**src/rtl/otter_pkg.sv**
```systemverilog
// rtl/otter_pkg.sv - shared types and constants for the OTTER fetch stage
package otter_pkg;
  localparam int XLEN = 32;
  localparam logic [XLEN-1:0] OTTER_NOP = 32'h0000_0013;

  typedef enum logic [1:0] {
    IDLE,
    REQ,
    WAIT,
    DROP
  } fetch_state_t;
endpackage

```
**src/rtl/instr_fetch_if.sv**
```systemverilog
// rtl/instr_fetch_if.sv - instruction memory read channel (request + response)
interface instr_fetch_if;
  import otter_pkg::*;

  logic [XLEN-1:0] addr;
  logic            rd_valid;
  logic            rd_ready;
  logic            rsp_valid;
  logic [XLEN-1:0] data;

  modport master (output addr, rd_valid, input rd_ready, rsp_valid, data);
  modport slave  (input addr, rd_valid, output rd_ready, rsp_valid, data);
endinterface

```
**src/rtl/instr_fetch.sv**
```systemverilog
// rtl/instr_fetch.sv - single-outstanding instruction fetch with flush and timeout
module instr_fetch
  import otter_pkg::*;
#(
  parameter int              WAIT_MAX  = 255,
  parameter logic [XLEN-1:0] NOP_INSTR = OTTER_NOP
) (
  input  logic            clk,
  input  logic            rst,
  input  logic [XLEN-1:0] pc_addr,
  input  logic            fetch_req,
  input  logic            flush,
  instr_fetch_if.master   imem,
  output logic [XLEN-1:0] ir,
  output logic [XLEN-1:0] ir_pc,
  output logic            ir_valid,
  output logic            fetch_busy,
  output logic            misalign_err,
  output logic            fetch_fault
);
  localparam int CW = $clog2(WAIT_MAX + 1);
  localparam logic [CW-1:0] CNT_LAST = CW'(WAIT_MAX - 1);
  localparam logic [CW-1:0] CNT_MAX  = CW'(WAIT_MAX);

  fetch_state_t    state, state_n;
  logic [XLEN-1:0] addr_q, addr_n;
  logic            rd_valid_q, rd_valid_n;
  logic [XLEN-1:0] ir_n, ir_pc_n;
  logic            ir_valid_n, mis_n, fault_n;
  logic [CW-1:0]   cnt, cnt_n;
  logic            drop, drop_n;
  logic            timeout;

  assign imem.addr     = addr_q;
  assign imem.rd_valid = rd_valid_q;
  assign fetch_busy    = (state != IDLE);

  always_ff @(posedge clk or posedge rst) begin
    if (rst) begin
      state        <= IDLE;
      addr_q       <= '0;
      rd_valid_q   <= 1'b0;
      ir           <= NOP_INSTR;
      ir_pc        <= '0;
      ir_valid     <= 1'b0;
      misalign_err <= 1'b0;
      fetch_fault  <= 1'b0;
      cnt          <= '0;
      drop         <= 1'b0;
    end else begin
      state        <= state_n;
      addr_q       <= addr_n;
      rd_valid_q   <= rd_valid_n;
      ir           <= ir_n;
      ir_pc        <= ir_pc_n;
      ir_valid     <= ir_valid_n;
      misalign_err <= mis_n;
      fetch_fault  <= fault_n;
      cnt          <= cnt_n;
      drop         <= drop_n;
    end
  end

  // This edge is the WAIT_MAX-th one spent with the fetch outstanding.
  assign timeout = (cnt >= CNT_LAST);

  always_comb begin
    state_n    = state;
    addr_n     = addr_q;
    rd_valid_n = rd_valid_q;
    ir_n       = ir;
    ir_pc_n    = ir_pc;
    ir_valid_n = ir_valid;
    mis_n      = 1'b0;
    fault_n    = 1'b0;
    cnt_n      = cnt;
    drop_n     = drop;

    if (state != IDLE) begin
      cnt_n = (cnt == CNT_MAX) ? cnt : cnt + CW'(1);
    end
    if (flush) begin
      ir_n       = NOP_INSTR;
      ir_valid_n = 1'b0;
    end

    case (state)
      IDLE: begin
        if (!flush && fetch_req) begin
          ir_valid_n = 1'b0;
          if (pc_addr[1:0] != 2'b00) begin
            mis_n = 1'b1;
          end else begin
            addr_n     = pc_addr;
            rd_valid_n = 1'b1;
            cnt_n      = '0;
            drop_n     = 1'b0;
            state_n    = REQ;
          end
        end
      end
      REQ: begin
        if (timeout) begin
          fault_n    = 1'b1;
          rd_valid_n = 1'b0;
          ir_valid_n = 1'b0;
          state_n    = IDLE;
        end else begin
          if (flush) drop_n = 1'b1;
          // A flushed request still completes its handshake; its response is then discarded.
          if (imem.rd_ready) begin
            rd_valid_n = 1'b0;
            state_n    = (drop || flush) ? DROP : WAIT;
          end
        end
      end
      WAIT: begin
        if (imem.rsp_valid) begin
          state_n = IDLE;
          if (!flush) begin
            ir_n       = imem.data;
            ir_pc_n    = addr_q;
            ir_valid_n = 1'b1;
          end
        end else if (timeout) begin
          fault_n    = 1'b1;
          ir_valid_n = 1'b0;
          state_n    = IDLE;
        end else if (flush) begin
          state_n = DROP;
        end
      end
      DROP: begin
        if (imem.rsp_valid) begin
          state_n = IDLE;
        end else if (timeout) begin
          fault_n    = 1'b1;
          ir_valid_n = 1'b0;
          state_n    = IDLE;
        end
      end
      default: state_n = IDLE;
    endcase
  end
endmodule

```
**src/flat_wrapper.sv**
```systemverilog
// flat-port wrapper written by rule: the top's interface ports become plain ports
module instr_fetch_flat import otter_pkg::*;
#(
  parameter int              WAIT_MAX  = 255,
  parameter logic [XLEN-1:0] NOP_INSTR = OTTER_NOP
)
  (clk, rst, pc_addr, fetch_req, flush, ir, ir_pc, ir_valid, fetch_busy, misalign_err, fetch_fault, imem_addr, imem_rd_valid, imem_rd_ready, imem_rsp_valid, imem_data);
  instr_fetch_if imem_i ();
  input  logic clk;
  input  logic rst;
  input  logic [XLEN-1:0] pc_addr;
  input  logic fetch_req;
  input  logic flush;
  output logic [XLEN-1:0] ir;
  output logic [XLEN-1:0] ir_pc;
  output logic ir_valid;
  output logic fetch_busy;
  output logic misalign_err;
  output logic fetch_fault;
  output wire logic [$bits(imem_i.addr)-1:0] imem_addr;
  output wire logic [$bits(imem_i.rd_valid)-1:0] imem_rd_valid;
  input wire logic [$bits(imem_i.rd_ready)-1:0] imem_rd_ready;
  input wire logic [$bits(imem_i.rsp_valid)-1:0] imem_rsp_valid;
  input wire logic [$bits(imem_i.data)-1:0] imem_data;
  assign imem_addr = imem_i.addr;
  assign imem_rd_valid = imem_i.rd_valid;
  assign imem_i.rd_ready = imem_rd_ready;
  assign imem_i.rsp_valid = imem_rsp_valid;
  assign imem_i.data = imem_data;
  instr_fetch #(.WAIT_MAX(WAIT_MAX), .NOP_INSTR(NOP_INSTR)) u_core (.clk(clk), .rst(rst), .pc_addr(pc_addr), .fetch_req(fetch_req), .flush(flush), .imem(imem_i), .ir(ir), .ir_pc(ir_pc), .ir_valid(ir_valid), .fetch_busy(fetch_busy), .misalign_err(misalign_err), .fetch_fault(fetch_fault));
endmodule
```
**config.mk**
```make
export PLATFORM = sky130hd
export DESIGN_NAME = instr_fetch_flat
export DESIGN_NICKNAME = d
export VERILOG_FILES = /design/src/rtl/otter_pkg.sv /design/src/rtl/instr_fetch_if.sv /design/src/rtl/instr_fetch.sv /design/src/flat_wrapper.sv
export SDC_FILE = /design/constraint.sdc
export NUM_CORES = 1
export LEC_CHECK = 0
export ABC_AREA = 1
export CAP_MARGIN = 20
export CORE_AREA = 2 2 105 107
export CTS_CLUSTER_SIZE = 40
export DETAILED_ROUTE_END_ITERATION = 8
export DIE_AREA = 0 0 107 109
export GPL_TIMING_DRIVEN = 0
export PLACE_DENSITY_LB_ADDON = 0.05
export SLEW_MARGIN = 10
export SYNTH_ARGS = -nofsm -noshare
export SYNTH_HDL_FRONTEND = slang
export SYNTH_SLANG_ARGS = --single-unit
```
**constraint.sdc**
```tcl
create_clock -name clk -period 10.3 [get_ports clk]
set_input_delay 3.09 -clock clk [delete_from_list [all_inputs] [get_ports clk]]
set_output_delay 3.09 -clock clk [all_outputs]
set_load 0.1 [all_outputs]
```
==> flow_metrics.env <==
export IMPL_syn_avg_cell_area_um2=8.70
export IMPL_synth_flop_cell="dfrtp_1"
export IMPL_track_usage_pct=21.6
export IMPL_ctsHoldBuffers=0
export IMPL_min_period_ns=5.65
export IMPL_synth_top_area_share_pct=59.5
export IMPL_grt_setup_unrepaired="no"
export IMPL_finalSetupTns_ns=0
export IMPL_clockBufferDepth=2
export IMPL_cts_buffers=9
export IMPL_dr_total_vias=4048
export IMPL_drc=0
export IMPL_ys_top_cells_by_area="dfrtp_1 (59%), nand2_1 (12%), nor2_1 (6.7%)"
export IMPL_syn_num_nets=594
export IMPL_yosysMostFrequentCell="nand2_1"
export IMPL_ys_warn_count=0
export IMPL_critical_path_arrival_ns=2.56
export IMPL_setup_violations=0
export IMPL_status="finished, final reports clean"
export IMPL_wl_per_cell_um=14.2
export IMPL_cp_max_fo=9
export IMPL_die_h_um=109
export IMPL_slew_headroom_pct=32.1
export IMPL_cap_violations=0
export IMPL_placement_rows=38
export IMPL_startpoint_type="flop"
export IMPL_synth_top_area_cell="dfrtp_1"
export IMPL_fillCellCount=899
export IMPL_regArea_um2=2780
export IMPL_postPlaceCellArea_um2=6440
export IMPL_drtIter0Drc=208
export IMPL_layout_drive_gt1_share_pct=5.93
export IMPL_synth_ff_latch_count=111
export IMPL_initial_core_util_pct=42.8
export IMPL_postRouteAntennaNets=0
export IMPL_wirelength_mm=12.0
export IMPL_drt_vias_per_instance=4.77
export IMPL_tightest_slew_ns=1.02
export IMPL_synth_distinct_cells=26
export IMPL_coreArea_um2=10600
export IMPL_fin_nets=775
export IMPL_h_tree_depth=3
export IMPL_crit_required_ns=7.21
export IMPL_gp_congestion=0.809
export IMPL_dr_pass1_iters=5
export IMPL_clkTransAtPathRegs_ns=0.11
export IMPL_clkLatencyLatePin_ns=0.37
export IMPL_io_pins=171
export IMPL_grt_pass1_wl_mm=19.6
export IMPL_antenna_cells=0
export IMPL_cts_root_buf="clkbuf_8"
export IMPL_synthToLayoutAreaGrowth_pct=46.4
export IMPL_fp_dieArea_um2=11700
export IMPL_portBuffers=169
export IMPL_min_path_cells=2
export IMPL_die_w_um=107
export IMPL_synth_edf_count=0
export IMPL_grt_pass1_vias=3970
export IMPL_worstRegToRegCells=6
export IMPL_ys_async_sr_fraction_pct=100
export IMPL_multi_input_area_um2=1480
export IMPL_finalCritPeriodShare_pct=54.9
export IMPL_syn_inst=522
export IMPL_fin_worst_skew_ns=0.0141
export IMPL_final_hold_viol_count=0
export IMPL_yosysSeqAreaShare_pct=61.2
export IMPL_synth_common_cells="nand2_1 (141), dfrtp_1 (108), nor2_1 (81)"
export IMPL_postCtsResizedCells=0
export IMPL_grt_ovfl_total=0
export IMPL_fin_area_um2=6650
export IMPL_fmax_ghz=0.177
export IMPL_cts_setup_buffers=0
export IMPL_cts_tree="yes"
export IMPL_syn_cell_area_um2=4540
export IMPL_end_kind="output port"
export IMPL_min_path_type="flop to flop"
export IMPL_clkSinkCount=111
export IMPL_grt_start_max_net_pins=70
export IMPL_hpwl_mm=8.84
export IMPL_path_class="flop to output port"
export IMPL_final_max_slew_violation_count=0
export IMPL_antenna_found_initial=0
-- placed cells by master (no fill, tap or decap) --
| cell | synthesis | routed |
|---|---|---|
| a31oi_1 | 1 | 1 |
| o21ai_0 | 56 | 56 |
| nand4_1 | 2 | 2 |
| clkinvlp_4 | 0 | 1 |
| nand2_2 | 1 | 1 |
| a21oi_1 | 4 | 4 |
| clkinv_1 | 2 | 2 |
| o21ai_1 | 19 | 19 |
| nor2_2 | 1 | 1 |
| nor3_1 | 2 | 2 |
| nor3b_1 | 1 | 1 |
| inv_1 | 41 | 40 |
| nor3_4 | 1 | 1 |
| clkbuf_8 | 0 | 9 |
| inv_6 | 0 | 4 |
| inv_8 | 0 | 2 |
| o31ai_1 | 1 | 1 |
| clkdlybuf4s50_1 | 0 | 169 |
| clkbuf_2 | 2 | 2 |
| bufinv_16 | 0 | 1 |
| nand3_1 | 25 | 25 |
| buf_16 | 0 | 1 |
| xnor2_1 | 1 | 1 |
| a211oi_1 | 1 | 1 |
| nand2_1 | 141 | 141 |
| buf_2 | 14 | 14 |
| dfrtp_1 | 108 | 108 |
| a21o_1 | 2 | 2 |
| dfstp_2 | 3 | 3 |
| clkbuf_1 | 8 | 8 |
| ha_1 | 2 | 2 |
| inv_2 | 2 | 2 |
| nor2_1 | 81 | 81 |
-- logic make-up (layout without fill, tap and decap cells) --
| logic type | after synthesis | after routing | share of synthesized area, % |
|---|---|---|---|
| AND/OR/NAND/NOR | 255 | 255 | 22.4 |
| flip-flops | 111 | 111 | 61.2 |
| AO/OA/AOI/OAI | 84 | 84 | 9.50 |
| buffers and inverters | 69 | 255 | 6.14 |
| adder cells (fa/ha/maj) | 2 | 2 | 0.551 |
| XOR/XNOR | 1 | 1 | 0.193 |
-- final cells by class --
type	instances	area share, %
sequential	111	41.8
timing repair buffer	170	25.8
multi-input combinational	342	22.3
tap	140	2.63
inverter	45	2.61
clock buffer	9	1.86
buffer	24	1.66
clock inverter	7	1.30
-- metrics by stage --
| step | hold WS (ns) | util, % | cells | setup WS, ns |
|---|---|---|---|---|
| global placement | 0.456 | 60.5 | 831 | 2.70 |
| floorplan | 0.465 | - | 522 | 4.28 |
| global route | 0.504 | 62.7 | 848 | 4.57 |
| detailed placement | 0.457 | 60.8 | 832 | 5.09 |
| CTS | 0.482 | 62.7 | 848 | 4.65 |
| finish | 0.481 | 62.7 | 848 | 4.65 |
-- path summary, 6_finish.rpt --
| kind | start | to | slack, ns |
|---|---|---|---|
| max | u_core.state[0] | fetch_busy | 4.65 |
| min | u_core.ir_pc[29] | u_core.ir_pc[29] | 0.48 |
| max reg2reg | u_core.state[0] | u_core.state[0] | 8.57 |
| min reg2reg | u_core.ir_pc[29] | u_core.ir_pc[29] | 0.48 |
| max in group asynchronous | rst | u_core.ir[1] | 6.50 |
| min in group asynchronous | rst | u_core.ir[22] | 3.10 |
-- registers in the layout, indices dropped and copies added (netlist names) --
register,count
u_core.misalign_err,1
u_core.ir_pc,32
u_core.fetch_fault,1
u_core.ir_valid,1
u_core.cnt,8
u_core.drop,1
u_core.ir,32
u_core.imem.rd_valid,1
u_core.state,2
u_core.imem.addr,32
-- worst max-delay path, stage by stage (launching register included) --
cell and delay [ns]:
dfrtp_1 0.49, nor2_2 0.29, clkinv_1 0.35, clkdlybuf4s50_1 1.07
-- metal layers --
metal  routed length, um  track usage, %  vias to the layer above
met1                5380            28.9                     1871
met2                5400            33.2                      152
met4                 308            8.72                        0
met5                   0               0                        -
met3                 950            6.58                       22
li1                    -               -                     2003
Power is left out: the tool's default activity adds up to more than one toggle a clock period on the data nets, which glitch-free logic cannot reach.
